[config.mk]
export PLATFORM = sky130hd
export DESIGN_NAME = service_scheduler
export DESIGN_NICKNAME = d
export VERILOG_FILES = /design/src/rtl/service_scheduler_pkg.sv /design/src/rtl/service_scheduler_rr_picker.sv /design/src/rtl/service_scheduler.sv
export SDC_FILE = /design/constraint.sdc
export NUM_CORES = 1
export LEC_CHECK = 0
export CAP_MARGIN = 40
export CORE_MARGIN = 4
export CORE_UTILIZATION = 26
export DETAILED_ROUTE_END_ITERATION = 8
export PLACE_DENSITY_LB_ADDON = 0.2
export SYNTH_ARGS = -nofsm -noshare
export SYNTH_HDL_FRONTEND = slang
export SYNTH_HIERARCHICAL = 1
export SYNTH_SLANG_ARGS = --single-unit
[constraint.sdc]
create_clock -name clk -period 3.9 [get_ports clk]
set_input_delay 0.78 -clock clk [delete_from_list [all_inputs] [get_ports clk]]
set_output_delay 0.78 -clock clk [all_outputs]
set_load 0.05 [all_outputs]
[src/rtl/service_scheduler_pkg.sv]
// Shared definitions for the service scheduler: FSM encoding, alarm service index
// and default run-time limit.
package service_scheduler_pkg;

    localparam int unsigned CNT_W     = 16;
    localparam int unsigned ALARM_SVC = 3;
    localparam logic [CNT_W-1:0] TIMEOUT_DEFAULT = 16'd1000;

    typedef enum logic [3:0] {
        IDLE  = 4'b0001,
        GRANT = 4'b0010,
        RUN   = 4'b0100,
        DRAIN = 4'b1000
    } state_e;

endpackage

[src/rtl/service_scheduler_rr_picker.sv]
// Combinational round-robin picker: first requesting index after last_id, wrapping.
module rr_picker #(
    parameter int unsigned N_SVC = 4,
    parameter int unsigned ID_W  = 2
) (
    input  logic [N_SVC-1:0] req,
    input  logic [ID_W-1:0]  last_id,
    output logic [ID_W-1:0]  id,
    output logic             valid
);

    logic [ID_W-1:0] cand;

    always_comb begin
        id    = '0;
        valid = 1'b0;
        cand  = '0;
        for (int unsigned k = 1; k <= N_SVC; k++) begin
            cand = ID_W'((32'(last_id) + k) % N_SVC);
            if (!valid && req[cand]) begin
                valid = 1'b1;
                id    = cand;
            end
        end
    end

endmodule

[src/rtl/service_scheduler.sv]
// Grants one service at a time (round-robin, alarm has priority), routes the mode
// push to it and forces release after a run-time limit.
module service_scheduler
    import service_scheduler_pkg::*;
#(
    parameter int unsigned       N_SVC   = 4,
    parameter logic [CNT_W-1:0]  TIMEOUT = TIMEOUT_DEFAULT,
    localparam int unsigned      ID_W    = $clog2(N_SVC)
) (
    input  logic              clk,
    input  logic              reset,
    input  logic [N_SVC-1:0]  svc_req,
    input  logic [N_SVC-1:0]  finish,
    input  logic              push_m,
    input  logic              alarm_armed,
    input  logic [15:0]       current,
    input  logic [15:0]       alarm,
    output logic [N_SVC-1:0]  svc_en,
    output logic [N_SVC-1:0]  push_out,
    output logic [ID_W-1:0]   active_id,
    output logic              busy,
    output logic              timeout_flag
);

    localparam logic [ID_W-1:0] ALARM_ID = ID_W'(ALARM_SVC);

    state_e            state_q, state_d;
    logic [ID_W-1:0]   id_q, id_d;
    logic [ID_W-1:0]   last_id_q, last_id_d;
    logic [CNT_W-1:0]  cnt_q, cnt_d;
    logic              pend_q, pend_d;
    logic              match_prev_q, match_prev_d;
    logic              push_prev_q, push_prev_d;
    logic [N_SVC-1:0]  svc_en_q, svc_en_d;
    logic [N_SVC-1:0]  push_out_q, push_out_d;
    logic              busy_q, busy_d;
    logic              timeout_q, timeout_d;

    logic              push_rise_c;
    logic              match_c;
    logic              alarm_set_c;
    logic [ID_W-1:0]   pick_id_c;
    logic              pick_valid_c;

    rr_picker #(.N_SVC(N_SVC), .ID_W(ID_W)) u_rr_picker (
        .req     (svc_req),
        .last_id (last_id_q),
        .id      (pick_id_c),
        .valid   (pick_valid_c)
    );

    always_comb begin
        push_rise_c  = push_m & ~push_prev_q;
        match_c      = (current == alarm);
        alarm_set_c  = alarm_armed & match_c & ~match_prev_q;

        state_d      = state_q;
        id_d         = id_q;
        last_id_d    = last_id_q;
        cnt_d        = cnt_q;
        pend_d       = pend_q | alarm_set_c;
        timeout_d    = 1'b0;
        push_prev_d  = push_m;
        match_prev_d = match_c;

        unique case (state_q)
            IDLE: begin
                if (pend_q) begin
                    state_d = GRANT;
                    id_d    = ALARM_ID;
                    pend_d  = alarm_set_c;
                end else if (pick_valid_c) begin
                    state_d = GRANT;
                    id_d    = pick_id_c;
                end
            end
            GRANT: begin
                state_d = RUN;
                cnt_d   = '0;
            end
            RUN: begin
                cnt_d = (cnt_q == TIMEOUT) ? cnt_q : cnt_q + CNT_W'(1);
                // Exit causes in priority order; only the last one is a forced release.
                if (finish[id_q] || !svc_req[id_q] || (pend_q && id_q != ALARM_ID)) begin
                    state_d = DRAIN;
                end else if (cnt_q == TIMEOUT - CNT_W'(1)) begin
                    state_d   = DRAIN;
                    timeout_d = 1'b1;
                end
            end
            DRAIN: begin
                state_d   = IDLE;
                last_id_d = id_q;
            end
            default: state_d = IDLE;
        endcase

        busy_d   = (state_d == GRANT) || (state_d == RUN);
        svc_en_d = '0;
        if (busy_d) svc_en_d[id_d] = 1'b1;

        // Pushes reach the service only if it is still running next cycle.
        push_out_d = '0;
        if (state_q == RUN && state_d == RUN && push_rise_c) push_out_d[id_q] = 1'b1;
    end

    always_ff @(posedge clk or posedge reset) begin
        if (reset) begin
            state_q      <= IDLE;
            id_q         <= '0;
            last_id_q    <= ID_W'(N_SVC - 1);
            cnt_q        <= '0;
            pend_q       <= 1'b0;
            match_prev_q <= 1'b1;
            push_prev_q  <= 1'b0;
            svc_en_q     <= '0;
            push_out_q   <= '0;
            busy_q       <= 1'b0;
            timeout_q    <= 1'b0;
        end else begin
            state_q      <= state_d;
            id_q         <= id_d;
            last_id_q    <= last_id_d;
            cnt_q        <= cnt_d;
            pend_q       <= pend_d;
            match_prev_q <= match_prev_d;
            push_prev_q  <= push_prev_d;
            svc_en_q     <= svc_en_d;
            push_out_q   <= push_out_d;
            busy_q       <= busy_d;
            timeout_q    <= timeout_d;
        end
    end

    assign svc_en       = svc_en_q;
    assign push_out     = push_out_q;
    assign active_id    = id_q;
    assign busy         = busy_q;
    assign timeout_flag = timeout_q;

endmodule

# ---- After elaboration in Yosys (flattened, before gate mapping)
# Cells that the tools add are included.
dict set report op_classes {
  addsub 5
  magnitude_cmp 8
  n_eq_ne 11
  mux 41
  bitwise_logic 6
  n_reduce_logical 17
}
# cell count
set op_table {}
lappend op_table {{$eq A16 B10 Y1 const B} 2}
lappend op_table {{$pmux W16 S2} 1}
lappend op_table {{$mux W4} 6}
lappend op_table {{$lt A2 B3 Y1 const B} 6}
lappend op_table {{$mux W1} 17}
lappend op_table {{$add A16 B1 Y16 const B} 1}
lappend op_table {{$eq A16 B16 Y1} 1}
lappend op_table {{$mux W16} 1}
lappend op_table {{$mux W2} 7}
lappend op_table {{$bmux W1 S2} 6}
lappend op_table {{$pmux W4 S3} 1}
lappend op_table {{$eq A4 B2 Y1 const B} 2}
lappend op_table {{$eq A4 B3 Y1 const B} 2}
lappend op_table {{$logic_and A1 B1 Y1} 8}
lappend op_table {{$add A2 B1 Y2 const B} 2}
lappend op_table {{$add A2 B2 Y2 const B} 2}
lappend op_table {{$demux W1 S2} 2}
lappend op_table {{$eq A4 B1 Y1 const B} 1}
lappend op_table {{$eq A4 B4 Y1 const B} 1}
lappend op_table {{$ge A2 B1 Y1 const B} 2}
lappend op_table {{$logic_not A1 Y1} 4}
lappend op_table {{$ne A2 B2 Y1 const B} 2}
lappend op_table {{$and A1 B1 Y1} 3}
lappend op_table {{$logic_or A1 B1 Y1} 3}
lappend op_table {{4 further kinds} 5}
dict set report word_totals {
  ff_bits 37
  inputBits 44
  output_inout_bits 12
  word_cells 99
}

# ---- Logic depth before layout (Yosys ltp)
dict set report logic_depth {
  ltp_word 21
  depth_mapped 7
  mapped_depth_nobuf 7
}

# ---- Hierarchy
# The synthesis kept the hierarchy.
# mod instances cells_each area_per_inst_um2 seq_area_each_um2
set by_module_without_submodules {}
lappend by_module_without_submodules {service_scheduler 1 189 1993.2 930.9}
lappend by_module_without_submodules {rr_picker 1 14 91.3 0.0}

# ---- Least setup slack after synthesis
# Ideal clock, no wire load.
dict set report synth_path {
  path_type {input-to-reg}
  start {input svc_req[3]}
  end {register svc_en_q[0] (netlist: svc_en[0])}
  setup_time_ns 0.111
  arrival_time_ns 1.867
  required_time_ns 3.789
  slack_ns 1.922
  path_stages 7
  n_path_buf 0
  cell_sequence {nor2_1 nand2_1 nor2_1 nor2_1 o22ai_1 clkinv_1 a2111oi_2}
}
dict set report synth_between {
  elab_cells_between_ends 43
  classes_between {order compare: 2; eq/ne: 2; mux: 28; reduce/logical: 11}
}
# element line
set synth_rtl {}
lappend synth_rtl {{from (decl)} service_scheduler.sv:12} ;# input logic [N_SVC-1:0] svc_req,
lappend synth_rtl {{$bmux W1 S2} service_scheduler_rr_picker.sv:20} ;# if (!valid && req[cand]) begin
lappend synth_rtl {{$mux W1 (implied by the code)} service_scheduler_rr_picker.sv:20}
lappend synth_rtl {{$mux W1} service_scheduler_rr_picker.sv:20}
lappend synth_rtl {{$logic_not A1 Y1} service_scheduler_rr_picker.sv:20}
lappend synth_rtl {{$logic_and A1 B1 Y1} service_scheduler_rr_picker.sv:20}
lappend synth_rtl {{$mux W1} service_scheduler_rr_picker.sv:20}
lappend synth_rtl {{$logic_not A1 Y1} service_scheduler_rr_picker.sv:20}
lappend synth_rtl {{$logic_and A1 B1 Y1} service_scheduler_rr_picker.sv:20}
lappend synth_rtl {{[4 not listed]} -}
lappend synth_rtl {{via pick_valid_c} service_scheduler.sv:43} ;# logic pick_valid_c;
lappend synth_rtl {{$mux W4 (*)} service_scheduler.sv:72} ;# end else if (pick_valid_c) begin
lappend synth_rtl {{$mux W4 (*)} service_scheduler.sv:68} ;# if (pend_q) begin
lappend synth_rtl {{$pmux W4 S3 (*)} service_scheduler.sv:66} ;# unique case (state_q)
lappend synth_rtl {{via state_d[1]} service_scheduler.sv:27} ;# state_e state_q, state_d;
lappend synth_rtl {{$eq A4 B2 Y1 or $eq A4 B3 Y1 (tied branches)} service_scheduler.sv:98} ;# busy_d = (state_d == GRANT) || (state_d == RUN);
lappend synth_rtl {{$logic_or A1 B1 Y1 (*)} service_scheduler.sv:98}
lappend synth_rtl {{$mux W4 (*)} service_scheduler.sv:100} ;# if (busy_d) svc_en_d[id_d] = 1'b1;
lappend synth_rtl {{via svc_en_d[0]} service_scheduler.sv:34} ;# logic [N_SVC-1:0] svc_en_q, svc_en_d;
lappend synth_rtl {{to (signal assigned)} service_scheduler.sv:128} ;# svc_en_q <= svc_en_d;
lappend synth_rtl {{to (decl)} service_scheduler.sv:34}
# The timed path passes the listed nets; every way through them passes the cells marked *. The select of a mux whose other input is x is not followed.
# A chain may end at the register's enable or synchronous reset.

# ---- Worst setup path after layout
dict set report layout_path {
  start {register id_q[0] (netlist: active_id[0])}
  end {output active_id[0]}
}
# element line
set layout_rtl {}
lappend layout_rtl {{from (decl)} service_scheduler.sv:28} ;# logic [ID_W-1:0] id_q, id_d;
lappend layout_rtl {{from (signal assigned)} service_scheduler.sv:122} ;# id_q <= id_d;
lappend layout_rtl {{to (decl)} service_scheduler.sv:20} ;# output logic [ID_W-1:0] active_id,
# No word-level cell between the ends.

==> flow_summary.json <==
{
  "nets": 308,
  "place.gp.congestion": 0.822,
  "critPathMaxFanout": 12,
  "irDropWorstVdd_mv": 0.159,
  "ys_ff_latch": 37,
  "power.total_uw": 1470,
  "clockBufferDepth": 2,
  "max_stage_delay_ps": 890,
  "num_rows": 32,
  "drv_cap": 0,
  "antennaDiodeCount": 0,
  "cp-endpoint": "active_id[0]",
  "antenna_left": 0,
  "yosys-top-cells-area": "dfrtp_1, xnor2_1, dfstp_2",
  "path_buf_inv": 1,
  "area_delta_synth_final_pct": 37.2,
  "synth_cell_types": 51,
  "reg2reg_from": "state_q[1]",
  "cts_buffers": 5,
  "grt_pass1_wl_um": 8010,
  "dieHeight_um": 97.5,
  "design.core.area_um2": 7770,
  "grt_util_all_layers": 0.104,
  "place_ws_ps": 1190,
  "fmax_mhz": 392,
  "drt-vias-per-instance": 4.84,
  "maxSlewHeadroom": 0.467,
  "layout-drive-gt1-share": 0.125,
  "comb_power_share": 0.421,
  "hold_path_class": "reg -> reg",
  "wl_um": 4750,
  "initial_utilization": 0.268,
  "r2r_slack_ps": 1540,
  "root_buffer": "clkbuf_8",
  "path_delay_family": "buffers and inverters",
  "endpoint_kind": "primary output",
  "p_leak_uw": 0.00110,
  "synth_nets": 249,
  "p_clk_frac": 0.204,
  "finClkSkew_ps": 4.50,
  "fin_ws_ps": 1350,
  "synth_largest_type_area_fraction": 0.396,
  "grt_pass1_vias": 1763,
  "cts_resized": 0,
  "dr.pass1.iters": 4,
  "io_pins": 56,
  "cp.depth": 1,
  "critical_path_arrival_ps": 1770,
  "yosys_warnings": 6,
  "worstMarginPinSlew_ps": 798,
  "port_buffers": 55,
  "min_period_over_period": 0.654,
  "internal-power_uw": 888,
  "clkTransAtPathRegs_ps": 70,
  "postCtsSetupBuffers": 0,
  "criticalPathCategory": "reg -> out",
  "synth_area_leader_cell": "dfrtp_1",
  "yosys_most_used_dff": "dfrtp_1",
  "crit_path_start": "active_id[0]",
  "die_w_um": 97.5,
  "setup_viol": 0,
  "p_sw_uw": 578,
  "finalHoldViolCount": 0,
  "grt_max_degree": 38,
  "yosysSeqAreaShare": 0.447,
  "hpwl_um": 3640,
  "rsz0062_at_grt": "no",
  "grt-ovfl-total": 0,
  "reg2reg_depth": 4,
  "synth_area_um2": 2080,
  "final_cells": 365,
  "cts_tree": "built",
  "wl_per_cell_um": 13.0,
  "timing.setup.tns_ps": 0,
  "status": "complete, no violations",
  "clkLatencyLatePin_ps": 290,
  "drv_slew": 0,
  "synth-edff-count": 0,
  "synth-async-reset-ratio": 1.00,
  "seqPwrFrac": 0.375,
  "holdBufCountCts": 0,
  "critical_path.slowest_cell": "clkdlybuf4s50_1",
  "r2r-end": "cnt_q[15]",
  "syn_area_per_cell_um2": 10.3,
  "synth_cells": 203,
  "h-tree-depth": 2,
  "drt_iter0_drc": 57,
  "dp.cells": 357,
  "swShare": 0.394,
  "drcViolationCount": 0,
  "pwr_density_cell_nw_per_um2": 513,
  "required_ps": 3120,
  "worst_setup_path_start_kind": "flop",
  "antenna_found_initial": 0,
  "vias": 1767,
  "cts_sinks": 37,
  "cp_cell_sequence": "clkdlybuf4s50_1",
  "dieArea_um2": 9510,
  "whs_ps": 549,
  "period_minus_slack_ps": 2550
}
synth_stat cells (all sizes together) (2+ instances only):
master and n:
o21ai 8, a21oi 17, nand4 10, dfrtp 33
nand3 6, or3 6, xor2 4, nand4b 2
or4b 2, xnor2 19, and3 3, a2111oi 4
nor2 16, and2 4, nand3b 2, ha 2
dfstp 4, nor4b 5, inv 7, o22ai 2
nand2b 3, nor4 3, nand2 7, nor3 4
buf 4, clkbuf 3, and3b 2, and4 2
mux2 5
cell families (layout without fill, tap and decap cells):
kind of cell               count (synthesis)  count (layout)  share of synthesized area
xor gates and xnor gates                  23              23                     0.0966
AOI/OAI and AO/OA                         39              39                      0.135
DFF                                       37              37                      0.447
muxes                                      6               6                     0.0336
and+or+nand+nor                           81              81                      0.246
adders and majority gates                  2               2                     0.0120
buffers and inverters                     15              75                     0.0306
how the worst min path moves through the flow:
stage | startpoint | endpoint | slack (ps) | cells past startpoint
3_5_place_dp | push_prev_q | push_out[0] | 540 | 3
6_report | push_prev_q | push_out[0] | 550 | 3
2_1_floorplan | push_prev_q | push_out[0] | 510 | 3
5_1_grt | cnt_q[15] | cnt_q[15] | 600 | 2
3_3_place_gp | cnt_q[9] | cnt_q[9] | 540 | 2
4_1_cts | push_prev_q | push_out[0] | 560 | 3
flip-flops by register name, summed over array words and instances, names as in the netlist:
name and flops:
pend_q 1, push_prev_q 1, cnt_q 16, active_id 2
last_id_q 2, state_q 4, push_out 4, match_prev_q 1
timeout_flag 1, svc_en 4, busy 1
cell type report:
class | count | area, µm²
clock buffer | 7 | 96.3
clock inverter | 1 | 5.00
fill | 806 | 4910
inverter | 8 | 30.0
multi-input combinational | 151 | 1090
sequential | 37 | 931
tap | 102 | 128
timing repair buffer | 59 | 581
power groups by stage:
stage | clock network, µW | registers (µW) | logic, µW
floorplan | 0 | 621 | 359
global placement | 0 | 557 | 620
detailed placement | 0 | 556 | 625
CTS | 311 | 550 | 626
global route | 326 | 563 | 678
finish | 300 | 550 | 617
worst min-delay path, delay by kind of cell (launching register included):
kind / cells / cell delay (ps)
DFF: 1 / 330
AOI/OAI and AO/OA: 1 / 40
and+or+nand+nor: 2 / 150
routing by layer:
metal  GRT usage  wire [µm]  vias up
met5           0          0        -
met4      0.0447         93        0
met3      0.0380        372        6
met2       0.171       2150       56
met1       0.121       2130      844
li1            -          -      861
stage by stage:
| step | area [µm²] | util |
|---|---|---|
| floorplan | 2080 | - |
| global placement | 2760 | 0.355 |
| detailed placement | 2760 | 0.355 |
| CTS | 2860 | 0.368 |
| global route | 2860 | 0.368 |
| finish | 2860 | 0.368 |
cell usage in the layout, fill, tap and decap left out, types with 6 or more instances in the layout:
cell type and count:
or3_1 6, inv_1 6, o21ai_0 8, nand4_1 10, nand3_1 6, clkbuf_8 7
nand2_1 7, nor2_1 16, a21oi_1 16, clkdlybuf4s50_1 55, dfrtp_1 33, xnor2_1 19
Note: power is estimated with default switching activity, not from simulation.
==> patch (same settings) <==
`N_SVC` is set to 4 in 2 places; all go to 8.
--- a/src/rtl/service_scheduler_rr_picker.sv
+++ b/src/rtl/service_scheduler_rr_picker.sv
@@ -2,3 +2,3 @@
 module rr_picker #(
-    parameter int unsigned N_SVC = 4,
+    parameter int unsigned N_SVC = 8,
     parameter int unsigned ID_W  = 2
--- a/src/rtl/service_scheduler.sv
+++ b/src/rtl/service_scheduler.sv
@@ -5,3 +5,3 @@
 #(
-    parameter int unsigned       N_SVC   = 4,
+    parameter int unsigned       N_SVC   = 8,
     parameter logic [CNT_W-1:0]  TIMEOUT = TIMEOUT_DEFAULT,
Ports: changed (5 resized); port bits go from 56 to 73. No check against the original RTL was run, so the function may have changed too.
==> patch against the unedited design <==
Synthesized cell count up 70%. Hold slack better by 28 ps. Total power up 130%. Sequential power up 34%. Combinational power rose to 3.5 times the old value. Area after synthesis up 62%. Worst setup slack worse by 1000 ps. Wire length up 89%. Non-clock buffer count up 23. Sequential cell count up 10. Design area up 57%. Largest power group unchanged.
==> patch: results (changes against the unedited design) <==
* Arrival time at the worst endpoint at 3780 ps (+2010 ps)
* Worst setup timing slack at the placement stage at 112 ps (-1070 ps)
* Sequential share of the synthesized area at 0.351 (-0.0961)
* Skew final at 4.04 ps (-0.455 ps)
* Number of fill cells in the layout at 1313 (+63%)
* Num sequential at 47 (+27%)
* Clock group share of total power at 0.147 (-0.057)
* Actual transition at the worst max-transition pin at 845 ps (+46.8 ps)
* Ranking of synthesized cells by instance count: 42 x sky130_fd_sc_hd__dfrtp_1, 31 x sky130_fd_sc_hd__nand2_1, 21 x sky130_fd_sc_hd__xnor2_1
* Fraction of area in multi-input gates at 0.455 (+0.0735)
* R2R Setup Slk at 340 ps (-1200 ps)
* Clk Tree Root Cell: sky130_fd_sc_hd__clkbuf_16
* Buffers outside the clock class at 82 (+39%)
* Synth cell types at 65 (+27%)
* Number of vias after detailed routing at 2937 (+66%)
* Maximum resistive drop on vdd at 0.208 mV (+31%)
* Largest net degree at the start of global routing at 33 (-13%)
* Capture instance of the worst register-to-register path: svc_en[4]
* Register Area at 1180 um2 (+27%)
* Multi-input comb cells at 265 (+75%)
* Tot GR Track Use at 0.122 (+0.0180)
* Sw Pwr at 0.00156 W (+170%)
* Non-Clock Inverter Count at 16 (+8)
* Area share of buffers outside the clock network at 0.182 (-0.0212)
* Routability cong. at 0.830 (+0.96%)
* Synthesized net count at 401 (+61%)
* Peak fanout along the critical path at 11 (-1)
* Reported clock group power at 0.000504 W (+68%)
* NumNets Final at 473 (+54%)
* Drt initial violations at 136 (+140%)
* Run status: completed
* Drt total wl at 8.97 mm (+89%)
* Estimated wirelength of the detail-placed design at 6.88 mm (+89%)
* Smallest setup slack after layout at 342 ps (-1010 ps)
* Layout cell share with drive strength beyond 1 at 0.146 (+0.0205)
patch: worst max-delay path: cells and delay by family (launching register included):
kind | cells | cell delay, ps
DFF | 1 | 530
buffers and inverters | 1 | 100
AOI/OAI and AO/OA | 4 | 570
adders and majority gates | 1 | 510
muxes | 2 | 930
and+or+nand+nor | 3 | 830
patch: worst min path at each step:
stage                     slack, ps        end  startpoint  cells past startpoint
final                           580   cnt_q[9]    cnt_q[9]                      2
after floorplan                 510   cnt_q[0]    cnt_q[0]                      1
after global routing            600   cnt_q[9]    cnt_q[9]                      2
after CTS                       580   cnt_q[4]    cnt_q[4]                      2
after detailed placement        560  cnt_q[15]   cnt_q[15]                      2
after global placement          550   cnt_q[4]    cnt_q[4]                      2
patch: stage by stage:
step	std cells	hold slack, ps	utilization	area, um2
after floorplan	345	508	-	3370
after global placement	580	554	0.337	4280
after detailed placement	582	562	0.340	4310
after CTS	590	581	0.354	4480
after global routing	590	600	0.354	4490
final	590	577	0.354	4490
patch: layer usage:
| layer | up-vias | share of wire | global-route usage |
|---|---|---|---|
| met4 | 0 | 0.0097 | 0.0308 |
| met3 | 7 | 0.051 | 0.0265 |
| met2 | 80 | 0.47 | 0.201 |
| met1 | 1416 | 0.47 | 0.163 |
| li1 | 1434 | - | - |
| met5 | - | 0 | 0 |
patch: kinds of logic (layout without fill, tap and decap cells):
| logic type | after synthesis | after routing | synth area share |
|---|---|---|---|
| xor+xnor | 23 | 23 | 0.0597 |
| simple gates | 132 | 132 | 0.222 |
| flops | 47 | 47 | 0.351 |
| mux | 36 | 36 | 0.168 |
| buf+inv | 33 | 106 | 0.0456 |
| compound gates | 70 | 70 | 0.140 |
| fa+ha+maj | 4 | 4 | 0.0148 |
